--- src/rtl/core_pkg.sv ---
// Shared core definitions: opcodes, load funct3 encodings and the MEM->WB entry layout.
package core_pkg;

  localparam int MAX_XLEN = 64;

  localparam logic [6:0] OP_LOAD   = 7'b0000011;
  localparam logic [6:0] OP_STORE  = 7'b0100011;
  localparam logic [6:0] OP_BRANCH = 7'b1100011;
  localparam logic [6:0] OP_JAL    = 7'b1101111;
  localparam logic [6:0] OP_JALR   = 7'b1100111;
  localparam logic [6:0] OP_FENCE  = 7'b0001111;
  localparam logic [6:0] OP_SYSTEM = 7'b1110011;

  localparam logic [2:0] F3_LB  = 3'b000;
  localparam logic [2:0] F3_LH  = 3'b001;
  localparam logic [2:0] F3_LW  = 3'b010;
  localparam logic [2:0] F3_LD  = 3'b011;
  localparam logic [2:0] F3_LBU = 3'b100;
  localparam logic [2:0] F3_LHU = 3'b101;
  localparam logic [2:0] F3_LWU = 3'b110;

  // Fields are sized for the widest core; narrower cores use the low XLEN bits.
  typedef struct packed {
    logic [31:0]          instr;
    logic [MAX_XLEN-1:0]  pc;
    logic [MAX_XLEN-1:0]  alu;
    logic [MAX_XLEN-1:0]  ldata;
  } mem_wb_t;

  function automatic logic writes_rd(input logic [6:0] opcode);
    return !(opcode inside {OP_BRANCH, OP_STORE, OP_FENCE, OP_SYSTEM});
  endfunction

endpackage

--- src/rtl/load_align.sv ---
// Extracts and extends the addressed byte/half/word/double from an aligned memory word.
module load_align
  import core_pkg::*;
#(
  parameter int XLEN = 32,
  localparam int OFF_W = $clog2(XLEN/8)
) (
  input  logic [XLEN-1:0]  ldata,
  input  logic [OFF_W-1:0] off,
  input  logic [2:0]       funct3,
  output logic [XLEN-1:0]  data,
  output logic             bad
);

  logic [XLEN-1:0] sh;
  assign sh = ldata >> {off, 3'b000};

  always_comb begin
    data = '0;
    bad  = 1'b0;
    case (funct3)
      F3_LB:  data = XLEN'($signed(sh[7:0]));
      F3_LBU: data = XLEN'(sh[7:0]);
      F3_LH: begin
        bad  = off[0];
        data = XLEN'($signed(sh[15:0]));
      end
      F3_LHU: begin
        bad  = off[0];
        data = XLEN'(sh[15:0]);
      end
      F3_LW: begin
        bad  = (off[1:0] != 2'b00);
        data = XLEN'($signed(sh[31:0]));
      end
      // Word-unsigned and doubleword only exist on a 64-bit core.
      F3_LWU: begin
        bad  = (XLEN == 32) || (off[1:0] != 2'b00);
        data = XLEN'(sh[31:0]);
      end
      F3_LD: begin
        bad  = (XLEN == 32) || (off != '0);
        data = sh;
      end
      default: bad = 1'b1;
    endcase
  end

endmodule

--- src/rtl/wb_stage_pipe.sv ---
// Registered writeback stage: one-entry MEM->WB register, result select, RF write port and retire count.
module wb_stage_pipe
  import core_pkg::*;
#(
  parameter int XLEN      = 32,
  parameter int REG_AW    = 5,
  parameter int RET_CNT_W = 32
) (
  input  logic                 clk,
  input  logic                 rst,
  input  logic                 m_valid,
  output logic                 m_ready,
  input  logic [31:0]          m_instr,
  input  logic [XLEN-1:0]      m_pc,
  input  logic [XLEN-1:0]      m_alu,
  input  logic [XLEN-1:0]      m_ldata,
  input  logic                 rf_stall,
  output logic                 wb_reg_en,
  output logic [REG_AW-1:0]    wb_reg_id,
  output logic [XLEN-1:0]      wb_reg_data,
  output logic                 wb_fault,
  output logic [RET_CNT_W-1:0] ret_cnt
);

  localparam int OFF_W = $clog2(XLEN/8);

  logic    vld_p1;
  mem_wb_t ent_p1;
  logic    wb_fire;
  logic    accept;

  assign wb_fire = vld_p1 & ~rf_stall;
  assign m_ready = ~vld_p1 | wb_fire;
  assign accept  = m_valid & m_ready;

  // ---- stage p1: MEM->WB entry register ----
  always_ff @(posedge clk) begin
    if (rst) begin
      vld_p1 <= 1'b0;
    end else if (accept) begin
      vld_p1 <= 1'b1;
    end else if (wb_fire) begin
      vld_p1 <= 1'b0;
    end
  end

  always_ff @(posedge clk) begin
    if (accept) begin
      ent_p1 <= '{instr: m_instr,
                  pc:    MAX_XLEN'(m_pc),
                  alu:   MAX_XLEN'(m_alu),
                  ldata: MAX_XLEN'(m_ldata)};
    end
  end

  always_ff @(posedge clk) begin
    if (rst) begin
      ret_cnt <= '0;
    end else if (wb_fire) begin
      ret_cnt <= ret_cnt + RET_CNT_W'(1);
    end
  end

  // ---- stage p1 output: decode, load format, result select ----
  logic [6:0]      opcode;
  logic [4:0]      rd;
  logic            is_load;
  logic            fault;
  logic [XLEN-1:0] alu_x;
  logic [XLEN-1:0] pc_plus4;
  logic [XLEN-1:0] ld_data;
  logic            ld_bad;
  logic [XLEN-1:0] result;
  logic            unused_ent;

  assign opcode   = ent_p1.instr[6:0];
  assign rd       = ent_p1.instr[11:7];
  assign is_load  = (opcode == OP_LOAD);
  assign alu_x    = ent_p1.alu[XLEN-1:0];
  assign pc_plus4 = ent_p1.pc[XLEN-1:0] + XLEN'(4);
  assign unused_ent = ^ent_p1;

  load_align #(.XLEN(XLEN)) u_load_align (
    .ldata  (ent_p1.ldata[XLEN-1:0]),
    .off    (alu_x[OFF_W-1:0]),
    .funct3 (ent_p1.instr[14:12]),
    .data   (ld_data),
    .bad    (ld_bad)
  );

  always_comb begin
    result = alu_x;
    if (is_load) begin
      result = ld_data;
    end else if (opcode == OP_JAL || opcode == OP_JALR) begin
      result = pc_plus4;
    end
  end

  assign fault       = is_load & ld_bad;
  assign wb_reg_en   = wb_fire & writes_rd(opcode) & (rd != 5'd0) & ~fault;
  assign wb_fault    = wb_fire & fault;
  assign wb_reg_id   = vld_p1 ? REG_AW'(rd) : '0;
  assign wb_reg_data = vld_p1 ? result : '0;

endmodule

--- config.mk ---
export PLATFORM = sky130hd
export DESIGN_NAME = wb_stage_pipe
export DESIGN_NICKNAME = d
export VERILOG_FILES = /design/src/rtl/core_pkg.sv /design/src/rtl/load_align.sv /design/src/rtl/wb_stage_pipe.sv
export SDC_FILE = /design/constraint.sdc
export NUM_CORES = 1
export LEC_CHECK = 0
export BUFFER_PORTS_ARGS = -buffer_cell sky130_fd_sc_hd__buf_2
export CAP_MARGIN = 10
export CORE_ASPECT_RATIO = 0.9
export CORE_MARGIN = 5
export CORE_UTILIZATION = 45
export DETAILED_ROUTE_END_ITERATION = 8
export GPL_TIMING_DRIVEN = 0
export MAX_ROUTING_LAYER = met4
export PLACE_DENSITY = 0.75
export RECOVER_POWER = 50
export SYNTH_ARGS = -nofsm -noshare
export SYNTH_HDL_FRONTEND = slang
export SYNTH_SLANG_ARGS = --single-unit
--- constraint.sdc ---
create_clock -name clk -period 5.1 [get_ports clk]
set_clock_uncertainty 0.05 [all_clocks]
set_input_delay 0.765 -clock clk [delete_from_list [all_inputs] [get_ports clk]]
set_output_delay 0.765 -clock clk [all_outputs]
set_load 0.05 [all_outputs]
## After elaboration in Yosys (flattened, before gate mapping)

Index checks and enable logic that the tools add are counted.

- Register bits after elaboration: 144
- Bits in latches: 0
- Memory bits (writable): 0
- Memory bits (read-only): 0
- Bits of input ports: 132
- Output and inout bits: 72
- Word-level logic and storage cells: 51
- Memories: 0

- Add/subtract/negate cells: 2
- $mul: 0
- Div/mod/pow operators: 0
- $lt $le $gt $ge: 0
- Equal/unequal tests: 13
- Shifts and indexed selects: 1
- Mux-type cells: 8
- Bitwise logic cells: 11
- Reduce and logical (&&, ||, !) cells: 10

Operators by type and width:

| operator | number |
|---|---|
| case mux 32 bit (5 select lines) | 1 |
| 2-to-1 mux 32 bit | 3 |
| adder 32 x 1 -> 32 bit (second input constant) | 1 |
| adder 32 x 3 -> 32 bit (second input constant) | 1 |
| >> shifter 32 x 5 -> 32 bit | 1 |
| == test 7 bit (second input constant) | 4 |
| == test 3 bit (second input constant) | 3 |
| AND 1 bit | 7 |
| == test 7 x 2 -> 1 bit (second input constant) | 1 |
| == test 7 x 4 -> 1 bit (second input constant) | 1 |
| == test 7 x 6 -> 1 bit (second input constant) | 1 |
| == test 3 x 2 -> 1 bit (second input constant) | 2 |
| 2-to-1 mux 5 bit | 1 |
| nonzero test 5 bit | 1 |
| nonzero test 2 bit | 2 |
| nonzero test 4 bit | 1 |
| OR reduction 2 bit | 2 |
| == test 3 x 1 -> 1 bit (second input constant) | 1 |
| zero test 3 bit | 1 |
| inverter 1 bit | 3 |
| case mux 1 bit (3 select lines) | 1 |
| OR reduction 3 bit | 1 |
| 2-to-1 mux 1 bit | 2 |
| zero test 1 bit | 1 |
| other kinds (2) | 2 |

## Logic depth before layout (Yosys ltp)

Gate-level depths: netlist of the first run.

- Depth in word-level cells: 6
- Mapped depth: 8
- Depth with buffers taken out: 6

## Modules after synthesis

From an unflattened synthesis of the first run, not the netlist that was laid out.

- Cell total of the unflattened synthesis: 656
- Area total of the unflattened synthesis: 7,166.9 sq um

Modules (own cells, without submodules):

| module | instances | cells an instance | area an instance (sq um) | sequential area each (sq um) |
|---|---|---|---|---|
| wb_stage_pipe | 1 | 547 | 6,356.1 | 3,993.8 |
| load_align | 1 | 109 | 810.8 | 0.0 |

## Worst setup path after synthesis of the first run

OpenSTA, ideal clock, no wires.

- Path type: input -> register
- Start point: input port rf_stall
- End point: register ent_p1, in the netlist alu_x[0] (enable)
- Library setup time: 482 ps
- Arrival time: 3,767 ps
- Data required time: 4,568 ps
- Setup slack: 801 ps
- Stages on the path: 2
- Path buffers: 0
- Cells stage by stage: nand2_1 and2_1

- Word-level cells in the longest chain between the ends: 4

Ends and longest elaborated chain:

| element | line | text |
|---|---|---|
| start, declared | wb_stage_pipe.sv:17 | `input logic rf_stall,` |
| inverter 1 bit | wb_stage_pipe.sv:32 | `assign wb_fire = vld_p1 & ~rf_stall;` |
| AND 1 bit | wb_stage_pipe.sv:32 |  |
| bitwise OR 1 bit | wb_stage_pipe.sv:33 | `assign m_ready = ~vld_p1 \| wb_fire;` |
| AND 1 bit | wb_stage_pipe.sv:34 | `assign accept = m_valid & m_ready;` |
| named net accept | wb_stage_pipe.sv:30 | `logic accept;` |
| end signal, assigned | wb_stage_pipe.sv:49 | `ent_p1 <= '{instr: m_instr,` |
| end, declared | wb_stage_pipe.sv:28 | `mem_wb_t ent_p1;` |

The timed path passes the listed nets, and every way through them passes these cells.
A chain may end at the register's enable or synchronous reset.

## Worst setup path in the final report of the first run

- Start point: register ent_p1[196] in the netlist's numbering
- End point: output port wb_reg_data[13]

- Word-level cells in the longest chain between the ends: 5
- Elaborated cells between the ends (all ways): 7
- Those cells by class: eq/ne: 3; mux: 3; reduce/logical: 1

Ends and longest elaborated chain:

| element | line | text |
|---|---|---|
| == test 7 bit | wb_stage_pipe.sv:95 | `end else if (opcode == OP_JAL \|\| opcode == OP_JALR) begin` |
| logical OR 1 bit | wb_stage_pipe.sv:95 |  |
| 2-to-1 mux 32 bit | wb_stage_pipe.sv:95 |  |
| 2-to-1 mux 32 bit (*) | wb_stage_pipe.sv:93 | `if (is_load) begin` |
| 2-to-1 mux 32 bit (*) | wb_stage_pipe.sv:104 | `assign wb_reg_data = vld_p1 ? result : '0;` |
| end, declared | wb_stage_pipe.sv:20 | `output logic [XLEN-1:0] wb_reg_data,` |

Mark *: on every way between the ends. The rest lies on a longest branch, timed or not.

==> results.cfg, run 1 <==
[die]
die_y_um = 126
io_pins = 204
die_w_um = 139
start_util_pct = 46.0
rows = 42
core-area_mm2 = 0.0147
die_area_mm2 = 0.0176

[timing]
hold_violations = 0
relSlewSlack_pct = 38.9
rsz0062_at_grt = false
drv_slew = 0
fin_hold_ws_ns = 0.460
period_needed_ns = 4.04
max_freq_ghz = 0.248
setup_viol = 0
fin_tns_setup_ns = 0
period_share_pct = 79.2
worstMarginPinSlew_ns = 0.916

[drt]
vias_per_cell = 5.40
drt-wirelength-per-cell_um = 18.4
ant_nets = 0
drt_wl_total_um = 18400
dr.pass1.iters = 4
drt_iter0_drc = 361
drc = 0
vias = 5424

[clocking]
clock_latency_ns = 0.42
clock-sinks = 144
htree_levels = 4
ctsHoldBuffers = 0
numCtsBuffers = 17
post_cts_resized = 0
cts_tree = built
post_cts_buffers = 0
path_clk_slew_ns = 0.07
ctsLongestPathBuffers = 2
root_buffer = clkbuf_16

[layout]
fin_cells = 1005
syn_to_final_growth_pct = 25.9
fin_area_mm2 = 0.00852
seqCellArea_mm2 = 0.00399
nets = 923
fillerInstances = 1283
multi_input_area_mm2 = 0.00260
final_core_util_pct = 57.9
drive_above_1_share_pct = 25.3

[synth]
postSynthCellCount = 584
synth_flop_cell = edfxtp_1
synth.yosys.warnings = 0
ys_async_sr_fraction_pct = 0
yosysTopAreaCellShare_pct = 49.3
syn_nets = 718
ys_ff_latch = 144
netlist_area_mm2 = 0.00677
synth_edf_count = 111
ys_seq_area_share_pct = 59.0
yosys.area.top_type = edfxtp_1
ys_types = 58
synth.avg_cell_area_um2 = 11.6
synth.area.top_cells = edfxtp_1 49%, dfxtp_1 9.8%, xnor2_1 4.3%

[outcome]
status = completed

[worst_setup_path]
critPathArrivalTime_ns = 3.22
endpoint_kind = output port
critical_path_class = flip-flop to output port
cp.required_ns = 4.28
rrSetupSlack_ns = 2.76
startpoint_type = flip-flop
crit_fanout = 10

[worst_hold_path]
hp-class = input port to flip-flop

[power]
leakage_nw = 3.12
vdd_drop_max_mv = 0.287
powerDensity_mw_per_mm2 = 337

[placement]
hpwl_um = 13900
gp_congestion = 0.903
placed_area_mm2 = 0.00796
numPortBuffers = 185
dp.cells = 968

[run]
cap_viol_max_count = 0

[global_routing]
grt_pass1_vias = 5198
grt_use_total_pct = 21.1
grt_pass1_wl_um = 28000
overflow = 0
grt_max_degree = 72
antenna_found_initial = 4
## power by group
| part | switching [W] | total (W) | internal (W) |
|---|---|---|---|
| logic | 0.000179 | 0.000272 | 0.0000934 |
| registers | 0.0000366 | 0.00137 | 0.00133 |
| clock network | 0.000506 | 0.00123 | 0.000724 |
| total | 0.000721 | 0.00287 | 0.00215 |
## critical path, stage by stage, from the launching register on
cell and delay (ns):
edfxtp_1 0.42, nor3_1 0.41, nand2_1 0.12, clkbuf_1 0.27, a31oi_1 0.60, nand2_1 0.37, o21ai_0 0.30, buf_2 0.31
## per-layer routing
metal	track usage [%]	wire (um)	up-vias
met2	32.2	8550	249
met5	-	0	-
met3	5.19	1400	39
li1	-	-	2594
met4	7.94	447	0
met1	27.5	8050	2542
## registers in the layout (all words and copies together), names as in the netlist
signal,count
ret_cnt,32
ent_p1,79
vld_p1,1
alu_x,32
## stage by stage
step | total power (W) | worst slack (ns)
after floorplan | 0.00155 | 0.801
after global placement | 0.00166 | -0.0192
after detailed placement | 0.00166 | 1.56
after CTS | 0.00289 | 1.10
after global routing | 0.00297 | 0.818
final | 0.00287 | 1.06
## kinds of logic (layout without fill, tap and decap cells)
family	count (synthesis)	count (layout)	synth area share, %
simple gates	209	209	16.5
flops	144	144	59.0
compound gates	108	108	10.6
xor+xnor	50	50	6.47
buf+inv	43	261	2.61
mux	28	28	4.47
fa+ha+maj	2	2	0.370
other cells	0	5	0
## cell type report
type / instances / area share [%]
multi-input cells: 397 / 30.5
inverters: 11 / 0.485
clock inverters: 10 / 1.03
diodes: 5 / 0.147
plain buffers: 32 / 1.59
clock buffers: 22 / 5.99
repair buffers: 186 / 10.4
well taps: 198 / 2.91
flip-flops and latches: 144 / 46.9
## Yosys cell counts (3+ instances only)
library cell    n
nor2_1         47
a32oi_1         4
mux2_2          8
nand4_1        11
nor3_1         17
a211o_1        10
and3_1          5
a21oi_1        18
dfxtp_1        33
clkbuf_1       24
or3_1           6
nor4_1          7
buf_2           6
a221oi_1        9
nor2b_1        13
xnor2_1        33
nand2_1        47
o21ai_0        37
nand2b_1        3
xor2_1         17
inv_1          11
nand3_1        22
mux2i_1        19
edfxtp_1      111
a211oi_1        4
o21a_1          5
o22ai_1         5
a31oi_1         3
and2_1          7
and4_1          4
## cells in the final DEF, fill, tap and decap left out, types with 13 or more instances in the layout
master and n:
xnor2_1 33, edfxtp_1 111, nand2_1 47, o21ai_0 37, xor2_1 17, nor2_1 47
nand3_1 22, clkbuf_1 70, clkbuf_16 20, mux2i_1 19, dfxtp_1 33, nor2b_1 13
buf_2 145, nor3_1 17, a21oi_1 18
## final timing paths
check,from,endpoint,depth (start not counted)
setup reg to reg,vld_p1$_SDFFE_PP0P_,ent_p1[5]$_DFFE_PP_,4
hold reg to reg,ret_cnt[11]$_SDFFE_PP0P_,ret_cnt[11]$_SDFFE_PP0P_,2
setup / recovery,ent_p1[196]$_DFFE_PP_,wb_reg_data[13],7
hold / removal,m_ldata[8],ent_p1[8]$_DFFE_PP_,1
No activity file was read; power rests on OpenSTA's default activity.
==> run 2: changes to the inputs <==
clock period = 4 ns   (was 5.1 ns; I/O delays follow)
==> run 2 against run 1 <==
Effect of this change:
- the flow now finishes with violations (max-capacitance violations, max-slew violations)
- final cell count barely moved
- core utilization fell by 0.15 points
- die area is the same
- flip-flop and latch count is the same
- first-iteration DRC count up 16%
- total power increased by 24%
- global-route usage shrank 0.28 points
- via count grew 0.92%
- register-to-register slack got worse by 2.1 ns
- hold slack got worse by 0.16 ns
- clock power grew 20%
- largest cell class unchanged
==> results.cfg, run 2 (synthesis gave the netlist of run 1 again) <==
[outcome]
status = complete, but fails checks
violations = max-capacitance violations, max-slew violations

[worst_hold_path]
worstHoldEndpoint = alu_x[0]$_DFFE_PP_
hp-class = input port to flip-flop
min-delay-start = m_alu[0]
whs_path_depth = 1

[worst_setup_path]
cp_common_cell = buf_2
reg2reg_from = vld_p1$_SDFFE_PP0P_
crit_family = buffers and inverters
r2r-end = ent_p1[128]$_DFFE_PP_
cp.required_ns = 3.35
critical_path_class = flip-flop to output port
cp_cell_sequence = or2_1 > clkbuf_1 > nor3b_4 > a311oi_2 > buf_2 > a221oi_1 > buf_2
rr_worst_depth = 4
crit_fanout = 10
endpoint_kind = output port
critPathArrivalTime_ns = 3.04
crit_path_max_incr_delay_ns = 0.49
worst-path-buf-inv = 3
cp_slowest_cell = edfxtp_1
rrSetupSlack_ns = 0.66
startpoint_type = flip-flop

[clocking]
numCtsBuffers = 17
ctsHoldBuffers = 0
ctsLongestPathBuffers = 2
clock-sinks = 144
post_cts_buffers = 0
post_cts_resized = 0
root_buffer = clkbuf_16
htree_levels = 4
clock_latency_ns = 0.42
cts_tree = built
path_clk_slew_ns = 0.06

[layout]
nets = 923
largest_reg_flops = 79
fin_cells = 1006
final_common_cell = buf_2
drive_above_1_share_pct = 26.1
fillerInstances = 1280
top_register = ent_p1
fin_area_mm2 = 0.00849
seqCellArea_mm2 = 0.00399
syn_to_final_growth_pct = 25.5
multi_input_area_mm2 = 0.00260
mostFrequentLayoutCells = 151 x buf_2, 111 x edfxtp_1, 64 x clkbuf_1, 47 x nand2_1, 47 x nor2_1

[timing]
max_freq_ghz = 0.271
period_share_pct = 92.3
worstMarginPinSlew_ns = 2.42
period_needed_ns = 3.69
hold_violations = 0
relSlewSlack_pct = -61.0
setup_viol = 0
drv_slew = 52
rsz0062_at_grt = false
fin_ws_ns = 0.310
fin_tns_setup_ns = 0

[power]
vdd_drop_max_mv = 0.282
powerDensity_mw_per_mm2 = 420
leakage_nw = 3.12

[die]
die_area_mm2 = 0.0176
die_y_um = 126
core-area_mm2 = 0.0147
die_w_um = 139
rows = 42
start_util_pct = 46.0
io_pins = 204

[run]
cap_viol_max_count = 1

[drt]
vias_per_cell = 5.44
vias = 5474
drc = 0
drt-wirelength-per-cell_um = 18.1
dr.pass1.iters = 7
drt_iter0_drc = 420
ant_nets = 0
drt_wl_total_um = 18300

[placement]
dp.cells = 968
numPortBuffers = 185
hpwl_um = 13700
placed_area_mm2 = 0.00797
dpl_worst_slack_ns = 0.645
gp_congestion = 0.913

[global_routing]
grt_max_degree = 61
grt_pass1_wl_um = 27400
grt_pass1_vias = 5077
antenna_found_initial = 6
overflow = 0
grt_use_total_pct = 20.8
-- run 2: worst max-delay path by stage --
stage                     startpoint              end  slack (ns)  depth (start not counted)
2_1_floorplan  ent_p1[204]$_DFFE_PP_  wb_reg_data[23]        0.52                          6
3_3_place_gp   ent_p1[196]$_DFFE_PP_  wb_reg_data[13]        0.67                          7
3_5_place_dp   ent_p1[196]$_DFFE_PP_  wb_reg_data[11]        0.65                          7
4_1_cts        ent_p1[196]$_DFFE_PP_  wb_reg_data[10]        0.13                          7
5_1_grt        ent_p1[196]$_DFFE_PP_  wb_reg_data[10]        0.06                          7
6_report       ent_p1[204]$_DFFE_PP_  wb_reg_data[21]        0.31                          7
-- run 2: layout make-up --
| type | instances | share of cell area (%) |
|---|---|---|
| plain buffers | 32 | 1.59 |
| inverters | 11 | 0.486 |
| repair buffers | 186 | 10.6 |
| clock buffers | 22 | 5.64 |
| diodes | 6 | 0.177 |
| multi-input cells | 397 | 30.6 |
| clock inverters | 10 | 0.884 |
| well taps | 198 | 2.92 |
| flip-flops and latches | 144 | 47.0 |
-- run 2: per-layer routing --
layer / part of all wire, % / up-vias / GRT usage [%] / wire length (um)
met1: 42 / 2613 / 27.1 / 7630
met3: 7.9 / 33 / 5.98 / 1450
li1: - / 2594 / - / -
met4: 2.7 / 0 / 8.46 / 489
met5: 0 / - / - / 0
met2: 48 / 234 / 30.9 / 8690
-- run 2: worst reg2reg max path, stage by stage (launching register included) --
cell	delay, ns
dfxtp_1	0.37
clkbuf_1	0.26
nand2_1	0.17
and2_1	1.78
buf_16	0.33
-- run 2: metrics by stage --
step | hold slack [ns] | total power, W | util [%]
5_1_grt | 0.281 | 0.00369 | 57.7
2_1_floorplan | 0.649 | 0.00198 | -
3_5_place_dp | 0.451 | 0.00212 | 54.2
4_1_cts | 0.287 | 0.00359 | 57.9
3_3_place_gp | 0.437 | 0.00211 | 54.0
6_report | 0.300 | 0.00357 | 57.7
-- run 2: where the power goes --
group / switching [W] / internal (W) / total, W
Sequential: 0.0000477 / 0.00170 / 0.00175
Clock: 0.000615 / 0.000860 / 0.00147
Combinational: 0.000225 / 0.000121 / 0.000346
==> run 3: changes to the inputs <==
CORE_UTILIZATION = 52   (was 45)
PLACE_DENSITY = 0.85   (was 0.75)
==> run 3 against run 2 <==
Effect of this change:
- the run still ends with max-capacitance violations, max-slew violations left
- register-to-register slack worse by 0.25 ns
- largest power group unchanged
- largest cell class unchanged
- highest routed layer unchanged
- critical path type unchanged
- worst setup slack worse by 0.024 ns
- sequential power about the same
- hold slack better by 0.0026 ns
- routed wire length increased by 2.8%
- global-route usage rose by 4.1 points
- non-clock buffer count stayed put
==> results.cfg, run 3 (synthesis gave the netlist of run 1 again) <==
[outcome]
status = complete, but fails checks
violations = max-capacitance violations, max-slew violations

[worst_hold_path]
hp-class = input port to flip-flop

[global_routing]
grt_use_total_pct = 24.9
grt_pass1_wl_um = 28500
antenna_found_initial = 4
grt_pass1_vias = 5404
grt_max_degree = 69
overflow = 0

[drt]
drt_iter0_drc = 472
drt_wl_total_um = 18800
vias = 5557
drc = 0
dr.pass1.iters = 5
vias_per_cell = 5.73
ant_nets = 0
drt-wirelength-per-cell_um = 19.4

[timing]
max_freq_ghz = 0.269
period_share_pct = 92.9
setup_viol = 0
worstMarginPinSlew_ns = 2.74
fin_hold_ws_ns = 0.302
hold_violations = 0
period_needed_ns = 3.71
drv_slew = 44
fin_tns_setup_ns = 0
rsz0062_at_grt = false
relSlewSlack_pct = -82.8

[die]
io_pins = 204
rows = 39
die_area_mm2 = 0.0154
die_w_um = 130
core-area_mm2 = 0.0127
die_y_um = 118
start_util_pct = 53.1

[placement]
numPortBuffers = 185
gp_congestion = 0.988
dp.cells = 934
hpwl_um = 14100

[worst_setup_path]
critPathArrivalTime_ns = 3.06
critical_path_class = flip-flop to output port
crit_fanout = 10
startpoint_type = flip-flop
cp.required_ns = 3.35
endpoint_kind = output port

[clocking]
numCtsBuffers = 17
clock-sinks = 144
path_clk_slew_ns = 0.06
ctsHoldBuffers = 0
root_buffer = clkbuf_16
htree_levels = 4
clock_latency_ns = 0.42
cts_tree = built
ctsLongestPathBuffers = 2

[layout]
mostFrequentLayoutCells = 151 x buf_2, 111 x edfxtp_1, 67 x clkbuf_1, 47 x nand2_1, 47 x nor2_1
drive_above_1_share_pct = 25.2
nets = 923
top_register = ent_p1
syn_to_final_growth_pct = 25.5
fin_cells = 969
seqCellArea_mm2 = 0.00399
multi_input_area_mm2 = 0.00260
fillerInstances = 962
final_common_cell = buf_2
largest_reg_flops = 79

[run]
cap_viol_max_count = 1

[power]
powerDensity_mw_per_mm2 = 438
leakage_nw = 3.12
vdd_drop_max_mv = 0.323
run 3: cell types whose count changed in the layout (fill, tap and decap cells not counted), sizes merged:
cell	before	now
clkinvlp	0	2
diode	6	4
clkbuf	86	84
inv	16	12
bufinv	0	4
clkinv	5	4
run 3: through the flow:
step           area (um^2)  setup slack [ns]  total power [W]  util [%]
2_1_floorplan         6770             0.524          0.00198         -
3_3_place_gp          7900             0.669          0.00211      62.0
3_5_place_dp          7930             0.640          0.00212      62.2
4_1_cts               8530             0.170          0.00374      67.0
5_1_grt               8490             0.114          0.00384      66.7
6_report              8490             0.286          0.00372      66.7
run 3: cell type report:
cell class / instances / share of cell area (%)
flip-flops and latches: 144 / 47.0
multi-input cells: 397 / 30.6
repair buffers: 186 / 10.6
clock buffers: 20 / 5.14
well taps: 164 / 2.42
clock inverters: 11 / 1.93
plain buffers: 32 / 1.59
inverters: 11 / 0.486
diodes: 4 / 0.118
run 3: repair_timing:
action / CTS / global route
endpoints found under the setup margin: 0 / 5
gates resized for setup: 0 / 1
setup buffers: 0 / 0
run 3: worst paths after layout:
kind,from,endpoint,slack (ns),cells after the start
worst min register to register,ret_cnt[11]$_SDFFE_PP0P_,ret_cnt[11]$_SDFFE_PP0P_,0.47,2
worst max-delay path,ent_p1[204]$_DFFE_PP_,wb_reg_data[22],0.29,7
worst max register to register,vld_p1$_SDFFE_PP0P_,ent_p1[25]$_DFFE_PP_,0.41,4
worst min-delay path,m_ldata[7],ent_p1[7]$_DFFE_PP_,0.30,1
run 3: routing by layer:
metal / track usage (%) / vias to the layer above / wire (um)
li1: - / 2581 / -
met1: 31.4 / 2677 / 7630
met2: 38.2 / 264 / 9140
met3: 6.99 / 35 / 1520
met4: 9.48 / 0 / 474
met5: - / - / 0
run 3: report_power, final:
group          internal (W)  switching, W
registers           0.00170     0.0000489
clock network       0.00104      0.000592
logic              0.000121      0.000228
run 3: worst max-delay path, stage by stage (launching register included):
cell      delay, ns
edfxtp_1       0.48
or2_1          0.27
clkbuf_1       0.27
nor3b_4        0.51
a311oi_2       0.15
buf_2          0.24
a221oi_1       0.38
buf_2          0.34
